<file path="config.mk">
export PLATFORM = sky130hd
export DESIGN_NAME = serial_subtractor_flat
export DESIGN_NICKNAME = d
export VERILOG_FILES = /design/src/rtl/serial_subtractor_if.sv /design/src/rtl/serial_subtractor.sv /design/src/flat_wrapper.sv
export SDC_FILE = /design/constraint.sdc
export NUM_CORES = 1
export LEC_CHECK = 0
export CORE_MARGIN = 2
export CORE_UTILIZATION = 35
export CTS_BUF_LIST = sky130_fd_sc_hd__clkbuf_8
export DETAILED_ROUTE_END_ITERATION = 10
export DONT_BUFFER_PORTS = 1
export PLACE_DENSITY = 0.56
export SETUP_SLACK_MARGIN = 0.2
export SKIP_CTS_REPAIR_TIMING = 1
export SLEW_MARGIN = 20
export SYNTH_ARGS = -nofsm -noshare
export SYNTH_HDL_FRONTEND = slang
export SYNTH_SLANG_ARGS = --single-unit
</file>
<file path="constraint.sdc">
create_clock -name clk -period 3.3 [get_ports clk]
set_input_delay 0.66 -clock clk [delete_from_list [all_inputs] [get_ports clk]]
set_output_delay 0.66 -clock clk [all_outputs]
set_load 0.005 [all_outputs]
</file>
<file path="src/rtl/serial_subtractor_if.sv">
// Request/result bundle for the bit-serial subtractor.
// master drives operands and start; slave returns status and result.
interface serial_subtractor_if #(
  parameter int N = 3
);
  logic         start;
  logic [N-1:0] a;
  logic [N-1:0] b;
  logic         busy;
  logic         done;
  logic [N-1:0] resta;
  logic         borrow;

  modport master (
    output start, a, b,
    input  busy, done, resta, borrow
  );

  modport slave (
    input  start, a, b,
    output busy, done, resta, borrow
  );
endinterface

</file>
<file path="src/rtl/serial_subtractor.sv">
// Bit-serial unsigned subtractor, LSB first, one bit per cycle.
// Result and borrow only change when an operation completes.
module serial_subtractor #(
  parameter int N = 3
) (
  input  logic                clk,
  input  logic                rst,
  serial_subtractor_if.slave  bus
);

  localparam int CW = $clog2(N + 1);
  localparam logic [CW-1:0] LAST = CW'(N - 1);

  typedef enum logic [1:0] {
    IDLE = 2'd0,
    RUN  = 2'd1,
    DONE = 2'd2
  } state_t;

  state_t        state_q, state_d;
  logic [CW-1:0] cnt_q, cnt_d;
  logic [N-1:0]  a_q, a_d;
  logic [N-1:0]  b_q, b_d;
  logic [N-1:0]  r_q, r_d;
  logic [N-1:0]  resta_q, resta_d;
  logic          c_q, c_d;
  logic          borrow_q, borrow_d;

  logic x, y, dbit, cnext;

  // State and datapath registers; reset beats everything.
  always_ff @(posedge clk) begin
    if (rst) begin
      state_q  <= IDLE;
      cnt_q    <= '0;
      a_q      <= '0;
      b_q      <= '0;
      r_q      <= '0;
      c_q      <= 1'b0;
      resta_q  <= '0;
      borrow_q <= 1'b0;
    end else begin
      state_q  <= state_d;
      cnt_q    <= cnt_d;
      a_q      <= a_d;
      b_q      <= b_d;
      r_q      <= r_d;
      c_q      <= c_d;
      resta_q  <= resta_d;
      borrow_q <= borrow_d;
    end
  end

  // Next state, one full-subtractor step per RUN cycle.
  always_comb begin
    state_d  = state_q;
    cnt_d    = cnt_q;
    a_d      = a_q;
    b_d      = b_q;
    r_d      = r_q;
    c_d      = c_q;
    resta_d  = resta_q;
    borrow_d = borrow_q;

    x     = a_q[0];
    y     = b_q[0];
    dbit  = x ^ y ^ c_q;
    cnext = (~x & y) | (~(x ^ y) & c_q);

    unique case (state_q)
      IDLE, DONE: begin
        if (bus.start) begin
          state_d = RUN;
          a_d     = bus.a;
          b_d     = bus.b;
          r_d     = '0;
          c_d     = 1'b0;
          cnt_d   = '0;
        end else begin
          state_d = IDLE;
        end
      end
      RUN: begin
        a_d = a_q >> 1;
        b_d = b_q >> 1;
        r_d = {dbit, r_q[N-1:1]};
        c_d = cnext;
        if (cnt_q == LAST) begin
          state_d  = DONE;
          resta_d  = {dbit, r_q[N-1:1]};
          borrow_d = cnext;
        end else begin
          cnt_d = cnt_q + 1'b1;
        end
      end
      default: state_d = IDLE;
    endcase
  end

  assign bus.busy   = (state_q == RUN);
  assign bus.done   = (state_q == DONE);
  assign bus.resta  = resta_q;
  assign bus.borrow = borrow_q;

endmodule
</file>
<file path="src/flat_wrapper.sv">
// flat-port wrapper written by rule: the top's interface ports become plain ports
module serial_subtractor_flat 
#(
  parameter int N = 3
)
  (clk, rst, bus_start, bus_a, bus_b, bus_busy, bus_done, bus_resta, bus_borrow);
  serial_subtractor_if #(.N(N)) bus_i ();
  input  logic clk;
  input  logic rst;
  input wire logic [$bits(bus_i.start)-1:0] bus_start;
  input wire logic [$bits(bus_i.a)-1:0] bus_a;
  input wire logic [$bits(bus_i.b)-1:0] bus_b;
  output wire logic [$bits(bus_i.busy)-1:0] bus_busy;
  output wire logic [$bits(bus_i.done)-1:0] bus_done;
  output wire logic [$bits(bus_i.resta)-1:0] bus_resta;
  output wire logic [$bits(bus_i.borrow)-1:0] bus_borrow;
  assign bus_i.start = bus_start;
  assign bus_i.a = bus_a;
  assign bus_i.b = bus_b;
  assign bus_busy = bus_i.busy;
  assign bus_done = bus_i.done;
  assign bus_resta = bus_i.resta;
  assign bus_borrow = bus_i.borrow;
  serial_subtractor #(.N(N)) u_core (.clk(clk), .rst(rst), .bus(bus_i));
endmodule
</file>
* Word level (Yosys, flattened, before mapping) *
Cells that the tools add are included.

storage, ports and cells
  output and inout bits = 6
  input bits = 9
  word-level logic and storage cells = 42
  bits in registers = 18

cells by class
  reduce and logical (&&, ||, !) cells = 6
  equal/unequal tests = 6
  bitwise operators = 7
  add/sub/neg operators = 1
  multiplexer cells = 14

operators with widths
  cell                                                              count
  3-bit case mux with 2 select lines                                3
  3-bit 2-to-1 mux                                                  3
  2-bit case mux with 2 select lines                                2
  2-bit 2-to-1 mux                                                  3
  2-bit == test (second input constant)                             2
  2-bit != test (second input constant)                             2
  2-bit AND reduction                                               2
  3-bit AND reduction                                               1
  2-bit by 1-bit adder with 2-bit output (second input constant)    1
  1-bit bitwise AND                                                 2
  2-bit by 1-bit == test with 1-bit output (second input constant)  1
  2-bit zero test                                                   1
  1-bit 2-to-1 mux                                                  2
  2-bit by 1-bit != test with 1-bit output (second input constant)  1
  1-bit NOT                                                         2
  1-bit case mux with 2 select lines                                1
  2-bit nonzero test                                                1
  2-bit OR reduction                                                1
  1-bit XOR                                                         2
  1-bit bitwise OR                                                  1

* Depth between registers and ports, before layout *
Gate-level depths: netlist of the first run.

  word-level depth = 5
  gate-level depth with buffers = 6
  gate-level depth less buffers = 5

* Worst setup path before layout of the first run *
Ideal clock, no wire load.

  path type = in2reg
  start = input port rst
  end = register u_core.state_q[1]
  arrival time = 1.247 ns
  setup slack = 1.925 ns
  library setup time = 0.128 ns
  required time = 3.172 ns
  path buffers = 2
  stages on the path = 3
  cell sequence = clkbuf_1 > clkbuf_1 > nor2_1

RTL lines
  item                  line                     text
  from (decl)           flat_wrapper.sv:9        input logic rst;
  to (signal assigned)  serial_subtractor.sv:43  state_q <= state_d;
  to (decl)             serial_subtractor.sv:20  state_t state_q, state_d;

No word-level cell between the ends.

* Worst setup path in the final report of the first run *
  start = register u_core.state_q[1]
  end = output port bus_busy

between the ends
  cells in the longest elaborated chain, start to end = 1

ends and longest elaborated chain
  item                                      line                      text
  2-bit by 1-bit == test with 1-bit output  serial_subtractor.sv:100  assign bus.busy = (state_q == RUN);
  to (decl)                                 flat_wrapper.sv:13        output wire logic [$bits(bus_i.busy)-1:0] bus_busy;

Every way passes these cells.

==> impl_metrics.json, run 1 <==
{
  "nFillCells": 205,
  "clock_skew_ps": 3.87,
  "crit_fanout": 17,
  "wl_per_cell_um": 12.2,
  "clk_pin_slew_worst_paths_ps": 70,
  "critPathKind": "reg -> out",
  "p_per_area_nw_per_um2": 543,
  "die_y_um": 50.1,
  "die_area_um2": 2510,
  "clkSinkCount": 17,
  "drtIter0Drc": 7,
  "ys_warn_count": 0,
  "finalNonFillerCells": 111,
  "cp.required_ps": 2640,
  "clock_path_buffers": 2,
  "rsz0062_at_grt": "false",
  "ys_types": 22,
  "maxCapViolCount": 0,
  "cts_max_level": 1,
  "ys_ff_latch": 17,
  "routed_wl_mm": 1.35,
  "arrival_ps": 1420,
  "hpwl_um": 938,
  "tightest_slew_ps": 607,
  "drt_pre_antenna_iters": 3,
  "period_needed_ps": 2080,
  "fin_setup_tns_ps": 0,
  "clkPwrFrac_pct": 37.3,
  "drc": 0,
  "ir_worst_vdd_uv": 301,
  "p_int_w": 0.000315,
  "switching_share_pct": 25.1,
  "comb_power_share_pct": 9.8,
  "grt_pass1_vias": 519,
  "grt_pass1_wl_mm": 2.28,
  "final_cell_mix": "dfxtp_1, nand2_1, a21oi_1",
  "via_count": 556,
  "grt_max_degree": 18,
  "ios": 15,
  "seq_power_share_pct": 52.9,
  "status": "finished, final reports clean",
  "grt-ovfl-total": 0,
  "port_buffers": 0,
  "placed_cells": 107,
  "final_common_cell": "dfxtp_1",
  "crit_path_end_kind": "output port",
  "synth.cell_area_um2": 744,
  "finalCritPeriodShare_pct": 63.0,
  "antenna_cells": 0,
  "drive_gt1_share_pct": 8.33,
  "drtAntennaViolNets": 0,
  "hold_violations": 0,
  "max_slew_margin_pct": 59.5,
  "final_nets": 96,
  "antenna_found_initial": 0,
  "p_sw_w": 0.000105,
  "setup_slack_ps": 1220,
  "rows": 16,
  "cp-start-kind": "flip-flop",
  "root_buffer": "clkbuf_8",
  "clk_latency_ps": 250,
  "gp_congestion": 0.661,
  "hp-class": "reg -> reg",
  "cts_tree": "done",
  "cts-buffers-inserted": 3,
  "synth_cells": 87,
  "core_um2": 1980,
  "leakage_nw": 0.267,
  "initial_core_util_pct": 37.6,
  "yosysSeqAreaShare_pct": 45.7,
  "syn_avg_cell_area_um2": 8.56,
  "area_delta_synth_final_pct": 3.87,
  "setup_violations": 0,
  "die_w_um": 50.1,
  "max_freq_mhz": 481,
  "pre_cts_slack_ps": 1480,
  "postSynthNetCount": 98,
  "via_per_inst": 5.01,
  "grt_usage_pct": 12.4,
  "slew_violations": 0
}
==> per-stage QoR <==
step | hold slack (ps) | cell area, µm² | utilization (%) | power [W]
floorplan | 444 | 744 | - | 0.000270
global placement | 453 | 727 | 36.7 | 0.000267
detailed placement | 456 | 727 | 36.7 | 0.000269
CTS | 460 | 773 | 39.0 | 0.000424
global route | 453 | 773 | 39.0 | 0.000441
finish | 462 | 773 | 39.0 | 0.000420
==> routing by layer <==
| metal | share of wire, % | global-route usage (%) | vias up |
|---|---|---|---|
| met5 | 0 | 0 | - |
| met4 | 3.5 | 9.72 | 0 |
| met3 | 6.9 | 3.94 | 4 |
| met2 | 46 | 19.3 | 14 |
| met1 | 44 | 13.8 | 250 |
| li1 | - | - | 288 |
==> power by group through the flow <==
| stage | sequential (W) | clock, W | combinational (W) |
|---|---|---|---|
| 3_3_place_gp | 0.000226 | 0 | 0.0000408 |
| 3_5_place_dp | 0.000227 | 0 | 0.0000418 |
| 6_report | 0.000222 | 0.000157 | 0.0000411 |
| 4_1_cts | 0.000222 | 0.000160 | 0.0000419 |
| 2_1_floorplan | 0.000225 | 0 | 0.0000449 |
| 5_1_grt | 0.000224 | 0.000168 | 0.0000489 |
==> final timing paths <==
| check | startpoint | to | slack, ps | cells past startpoint |
|---|---|---|---|---|
| worst max-delay path | u_core.state_q[1] | bus_busy | 1220 | 2 |
| worst min-delay path | u_core.b_q[2] | u_core.b_q[2] | 460 | 2 |
| worst max register to register | u_core.state_q[1] | u_core.bus.borrow | 1710 | 4 |
| worst min register to register | u_core.b_q[2] | u_core.b_q[2] | 460 | 2 |
==> cells by family after synthesis <==
logic type / count (synthesis) / share of synthesized area (%)
AND/OR/NAND/NOR: 37 / 23.0
AO/OA/AOI/OAI: 19 / 17.3
flip-flops: 17 / 45.7
buffers and inverters: 12 / 9.58
adder cells (fa/ha/maj): 2 / 4.37
==> registers in the layout, indices dropped and copies added (netlist names) <==
name,count
u_core.a_q,3
u_core.b_q,3
u_core.bus.borrow,1
u_core.bus.resta,3
u_core.c_q,1
u_core.cnt_q,2
u_core.r_q,2
u_core.state_q,2
==> worst max-delay path, cell delays in order, from the launching register on <==
cell and delay [ps]:
dfxtp_1 330, nand2b_1 500, clkinv_2 330
==> cells in the mapped netlist <==
library cell | count | area share (%)
clkinv_2 | 1 | 0.67
and2b_1 | 2 | 2.0
ha_1 | 1 | 1.7
a311oi_2 | 1 | 2.0
nand2_1 | 16 | 8.1
or3_1 | 1 | 0.84
nor2_1 | 5 | 2.5
a21oi_2 | 1 | 1.2
o211ai_1 | 2 | 2.0
buf_6 | 1 | 1.5
buf_4 | 1 | 1.0
a21oi_1 | 11 | 7.4
nand3_1 | 9 | 6.0
buf_2 | 2 | 1.3
a311oi_1 | 4 | 4.7
dfxtp_1 | 17 | 46
clkbuf_1 | 2 | 1.0
nand2b_1 | 3 | 2.5
nand3b_1 | 1 | 1.0
inv_1 | 4 | 2.0
fa_1 | 1 | 2.7
buf_8 | 1 | 2.0
==> area by class of cell <==
class / instances / area (µm²) / area share, %
sequential: 17 / 340 / 44.0
multi-input combinational: 58 / 333 / 43.0
clock buffer: 3 / 41.3 / 5.34
tap: 27 / 33.8 / 4.37
inverter: 5 / 20.0 / 2.59
clock inverter: 1 / 5.00 / 0.647
Power figures use the tool's default switching activity.
==> run 2: changes to the inputs <==
clock period = 2.1 ns   (was 3.3 ns; I/O delays follow)
==> impl_metrics.json, run 2 (synthesis results as in run 1) <==
{
  "whs_path_depth": 1,
  "via_count": 565,
  "maxCapViolCount": 0,
  "arrival_ps": 1150,
  "critPathKind": "reg -> out",
  "drc": 0,
  "p_total_w": 0.000662,
  "status": "finished, final reports clean",
  "die_y_um": 50.1,
  "cp.required_ps": 1680,
  "cts-buffers-inserted": 3,
  "routed_wl_mm": 1.39,
  "leakage_nw": 0.272,
  "antenna_cells": 0,
  "grt_usage_pct": 12.4,
  "die_w_um": 50.1,
  "clkSinkCount": 17,
  "grt-busiest-layer": "met2",
  "core_um2": 1980,
  "p_per_area_nw_per_um2": 848,
  "rsz0062_at_grt": "false",
  "grt_pass1_vias": 510,
  "grt_pass1_wl_mm": 2.31,
  "cp-start-kind": "flip-flop",
  "hp-class": "in -> reg",
  "ir_worst_vdd_uv": 364,
  "period_needed_ps": 1570,
  "port_buffers": 0,
  "gp_congestion": 0.681,
  "area_delta_synth_final_pct": 4.87,
  "tightest_slew_ps": 467,
  "fin_setup_tns_ps": 0,
  "final_common_cell": "dfxtp_1",
  "cts_max_level": 1,
  "use_met3_pct": 3.64,
  "die_area_um2": 2510,
  "clk_pin_slew_worst_paths_ps": 70,
  "crit_fanout": 11,
  "rows": 16,
  "met1_usage_pct": 14.6,
  "root_buffer": "clkbuf_8",
  "max_slew_margin_pct": 68.9,
  "final_nets": 97,
  "hold_violations": 0,
  "nFillCells": 211,
  "initial_core_util_pct": 37.6,
  "grt-ovfl-total": 0,
  "via_per_inst": 5.04,
  "drtAntennaViolNets": 0,
  "clock_path_buffers": 2,
  "finalCritPeriodShare_pct": 74.6,
  "drtIter0Drc": 9,
  "final_util_pct": 39.4,
  "cts_tree": "done",
  "drive_gt1_share_pct": 9.41,
  "clk_latency_ps": 250,
  "final_cell_mix": "dfxtp_1, nand2_1, a21oi_1",
  "antenna_found_initial": 0,
  "slew_violations": 0,
  "setup_violations": 0,
  "grt_max_degree": 18,
  "ios": 15,
  "clock_skew_ps": 4.89,
  "wl_per_cell_um": 12.4,
  "drt_pre_antenna_iters": 4,
  "gr-usage-met2_pct": 18.6,
  "worst_r2r_path_depth": 4,
  "max_freq_mhz": 638,
  "hpwl_um": 972,
  "crit_path_end_kind": "output port"
}
run 2: path summary, 6_finish.rpt:
kind / start / endpoint / slack, ps
min: rst / u_core.bus.resta[1] / 230
max: u_core.state_q[1] / bus_busy / 530
min reg2reg: u_core.b_q[2] / u_core.b_q[2] / 460
max reg2reg: u_core.state_q[1] / u_core.bus.borrow / 810
run 2: worst max-delay path: stages, from the launching register on:
cell	delay (ps)
dfxtp_1	330
nand2b_1	310
clkinv_2	250
run 2: final cells by class:
type	count	area [µm²]	share of cell area (%)
clock buffer	3	41.3	5.29
sequential	17	340	43.6
timing repair buffer	1	7.51	0.962
tap	27	33.8	4.33
inverter	5	20.0	2.56
clock inverter	1	5.00	0.641
multi-input combinational	58	333	42.6
run 2: per-layer routing:
metal	share of wire [%]	vias to the layer above
met2	45	16
met3	5.8	6
met4	4.0	0
met5	0	-
met1	45	256
li1	-	287
run 2: report_power, final:
part / total [W] / internal [W] / switching, W
Clock: 0.000244 / 0.000132 / 0.000112
Combinational: 0.0000693 / 0.0000262 / 0.0000431
Sequential: 0.000349 / 0.000339 / 0.00000976
run 2: stage by stage:
stage / hold WS (ps) / setup slack [ps] / cells / area (µm²)
after global placement: 452 / 811 / 108 / 734
after CTS: 222 / 511 / 112 / 781
final: 226 / 533 / 112 / 781
after detailed placement: 453 / 797 / 108 / 734
after global routing: 216 / 464 / 112 / 781
after floorplan: 444 / 876 / 87 / 744
==> run 3: changes to the inputs <==
clock period = 1.5 ns   (was 2.1 ns; I/O delays follow)
==> impl_metrics.json, run 3 (synthesis results as in run 1) <==
{
  "routed_wl_mm": 1.36,
  "die_w_um": 50.1,
  "gp_congestion": 0.752,
  "cp-start-kind": "flip-flop",
  "grt_pass1_wl_mm": 2.42,
  "hold_end": "u_core.bus.resta[2]",
  "cp.required_ps": 1200,
  "maxCapViolCount": 0,
  "nFillCells": 215,
  "comb_power_share_pct": 11.2,
  "setup_slack_ps": 247,
  "die_area_um2": 2510,
  "holdWs_ps": 97.2,
  "clkPwrFrac_pct": 36.7,
  "reg2reg_from": "u_core.b_q[0]",
  "worst_r2r_path_depth": 4,
  "status": "finished, final reports clean",
  "cts-buffers-inserted": 3,
  "whs_path_depth": 1,
  "hold_violations": 0,
  "initial_core_util_pct": 37.6,
  "antenna_cells": 0,
  "via_per_inst": 4.98,
  "fin_area_um2": 816,
  "core_um2": 1980,
  "final_cell_mix": "nand2_1, dfxtp_1, a21oi_1",
  "drtAntennaViolNets": 0,
  "fin_setup_tns_ps": 0,
  "crit_fanout": 11,
  "p_per_area_nw_per_um2": 1150,
  "clock_skew_ps": 6.08,
  "slew_violations": 0,
  "max_freq_mhz": 798,
  "drt_pre_antenna_iters": 4,
  "area_delta_synth_final_pct": 9.58,
  "critPathKind": "reg -> out",
  "finalNonFillerCells": 114,
  "clock_path_buffers": 2,
  "setup_violations": 0,
  "p_sw_w": 0.000236,
  "arrival_ps": 950,
  "period_needed_ps": 1250,
  "clk_pin_slew_worst_paths_ps": 70,
  "rr_endpoint": "u_core.bus.resta[2]",
  "clkSinkCount": 17,
  "drive_gt1_share_pct": 16.1,
  "place_area_um2": 749,
  "crit_path_end_kind": "output port",
  "p_int_w": 0.000704,
  "ios": 15,
  "clk_latency_ps": 250,
  "grt_max_degree": 18,
  "cts_max_level": 1,
  "switching_share_pct": 25.1,
  "hpwl_um": 976,
  "via_count": 568,
  "cts_tree": "done",
  "grt_usage_pct": 12.5,
  "grt-ovfl-total": 0,
  "wl_per_cell_um": 11.9,
  "final_nets": 99,
  "hold_start": "rst",
  "tightest_slew_ps": 275,
  "seqCellArea_um2": 342,
  "multi_input_area_um2": 352,
  "root_buffer": "clkbuf_8",
  "pre_cts_slack_ps": 216,
  "hp-class": "in -> reg",
  "seq_power_share_pct": 52.1,
  "rsz0062_at_grt": "true",
  "ir_worst_vdd_uv": 675,
  "grt_pass1_vias": 544,
  "rows": 16,
  "antenna_found_initial": 0,
  "port_buffers": 0,
  "die_y_um": 50.1,
  "drc": 0,
  "leakage_nw": 0.281,
  "drtIter0Drc": 17,
  "max_slew_margin_pct": 81.7,
  "finalCritPeriodShare_pct": 83.6,
  "placed_cells": 110,
  "reg2reg_setup_slack_ps": 270
}
-- run 3: changes by cell type in the layout (fill, tap and decap cells not counted) --
cell,before,now
buf_4,1,3
a21oi_2,1,2
dfxtp_1,17,16
a21oi_1,11,10
ha_4,0,1
fa_2,0,1
fa_1,1,0
ha_1,1,0
dfxtp_2,0,1
-- run 3: through the flow --
stage	utilization (%)	power, W
after CTS	40.2	0.000954
after floorplan	-	0.000595
after detailed placement	37.8	0.000602
after global placement	37.8	0.000599
after global routing	41.2	0.000989
final	41.2	0.000941
-- run 3: power by group through the flow --
| stage | sequential, W | clock, W | combinational (W) |
|---|---|---|---|
| CTS | 0.000490 | 0.000361 | 0.000103 |
| global route | 0.000493 | 0.000375 | 0.000121 |
| detailed placement | 0.000500 | 0 | 0.000102 |
| global placement | 0.000499 | 0 | 0.000101 |
| finish | 0.000490 | 0.000345 | 0.000105 |
| floorplan | 0.000496 | 0 | 0.0000988 |
-- run 3: final cells by class --
type	instances	share of cell area, %
clock buffers	3	5.06
clock inverters	1	0.613
inverters	5	2.45
multi-input cells	58	43.1
flip-flops and latches	17	41.9
well taps	27	4.14
repair buffers	3	2.76
-- run 3: worst max-delay path by stage --
stage	from	to	slack, ps	depth (start not counted)
after floorplan	u_core.cnt_q[0]	u_core.cnt_q[1]	280	5
after global placement	u_core.cnt_q[0]	u_core.cnt_q[1]	260	4
after detailed placement	u_core.cnt_q[0]	u_core.cnt_q[1]	220	4
after CTS	u_core.cnt_q[0]	u_core.cnt_q[1]	190	4
after global routing	u_core.state_q[1]	bus_busy	170	2
final	u_core.state_q[1]	bus_busy	250	2
-- run 3: critical path: stages, from the launching register on --
cell      delay (ps)
dfxtp_1          340
nand2b_1         180
clkinv_2         190
-- run 3: routing by layer --
layer  up-vias  track usage [%]  part of all wire, %
li1        293                -                    -
met1       262             14.8                   47
met2        11             20.4                   46
met3         2             5.76                  5.7
met4         0             2.78                 0.81
met5         -                0                    0
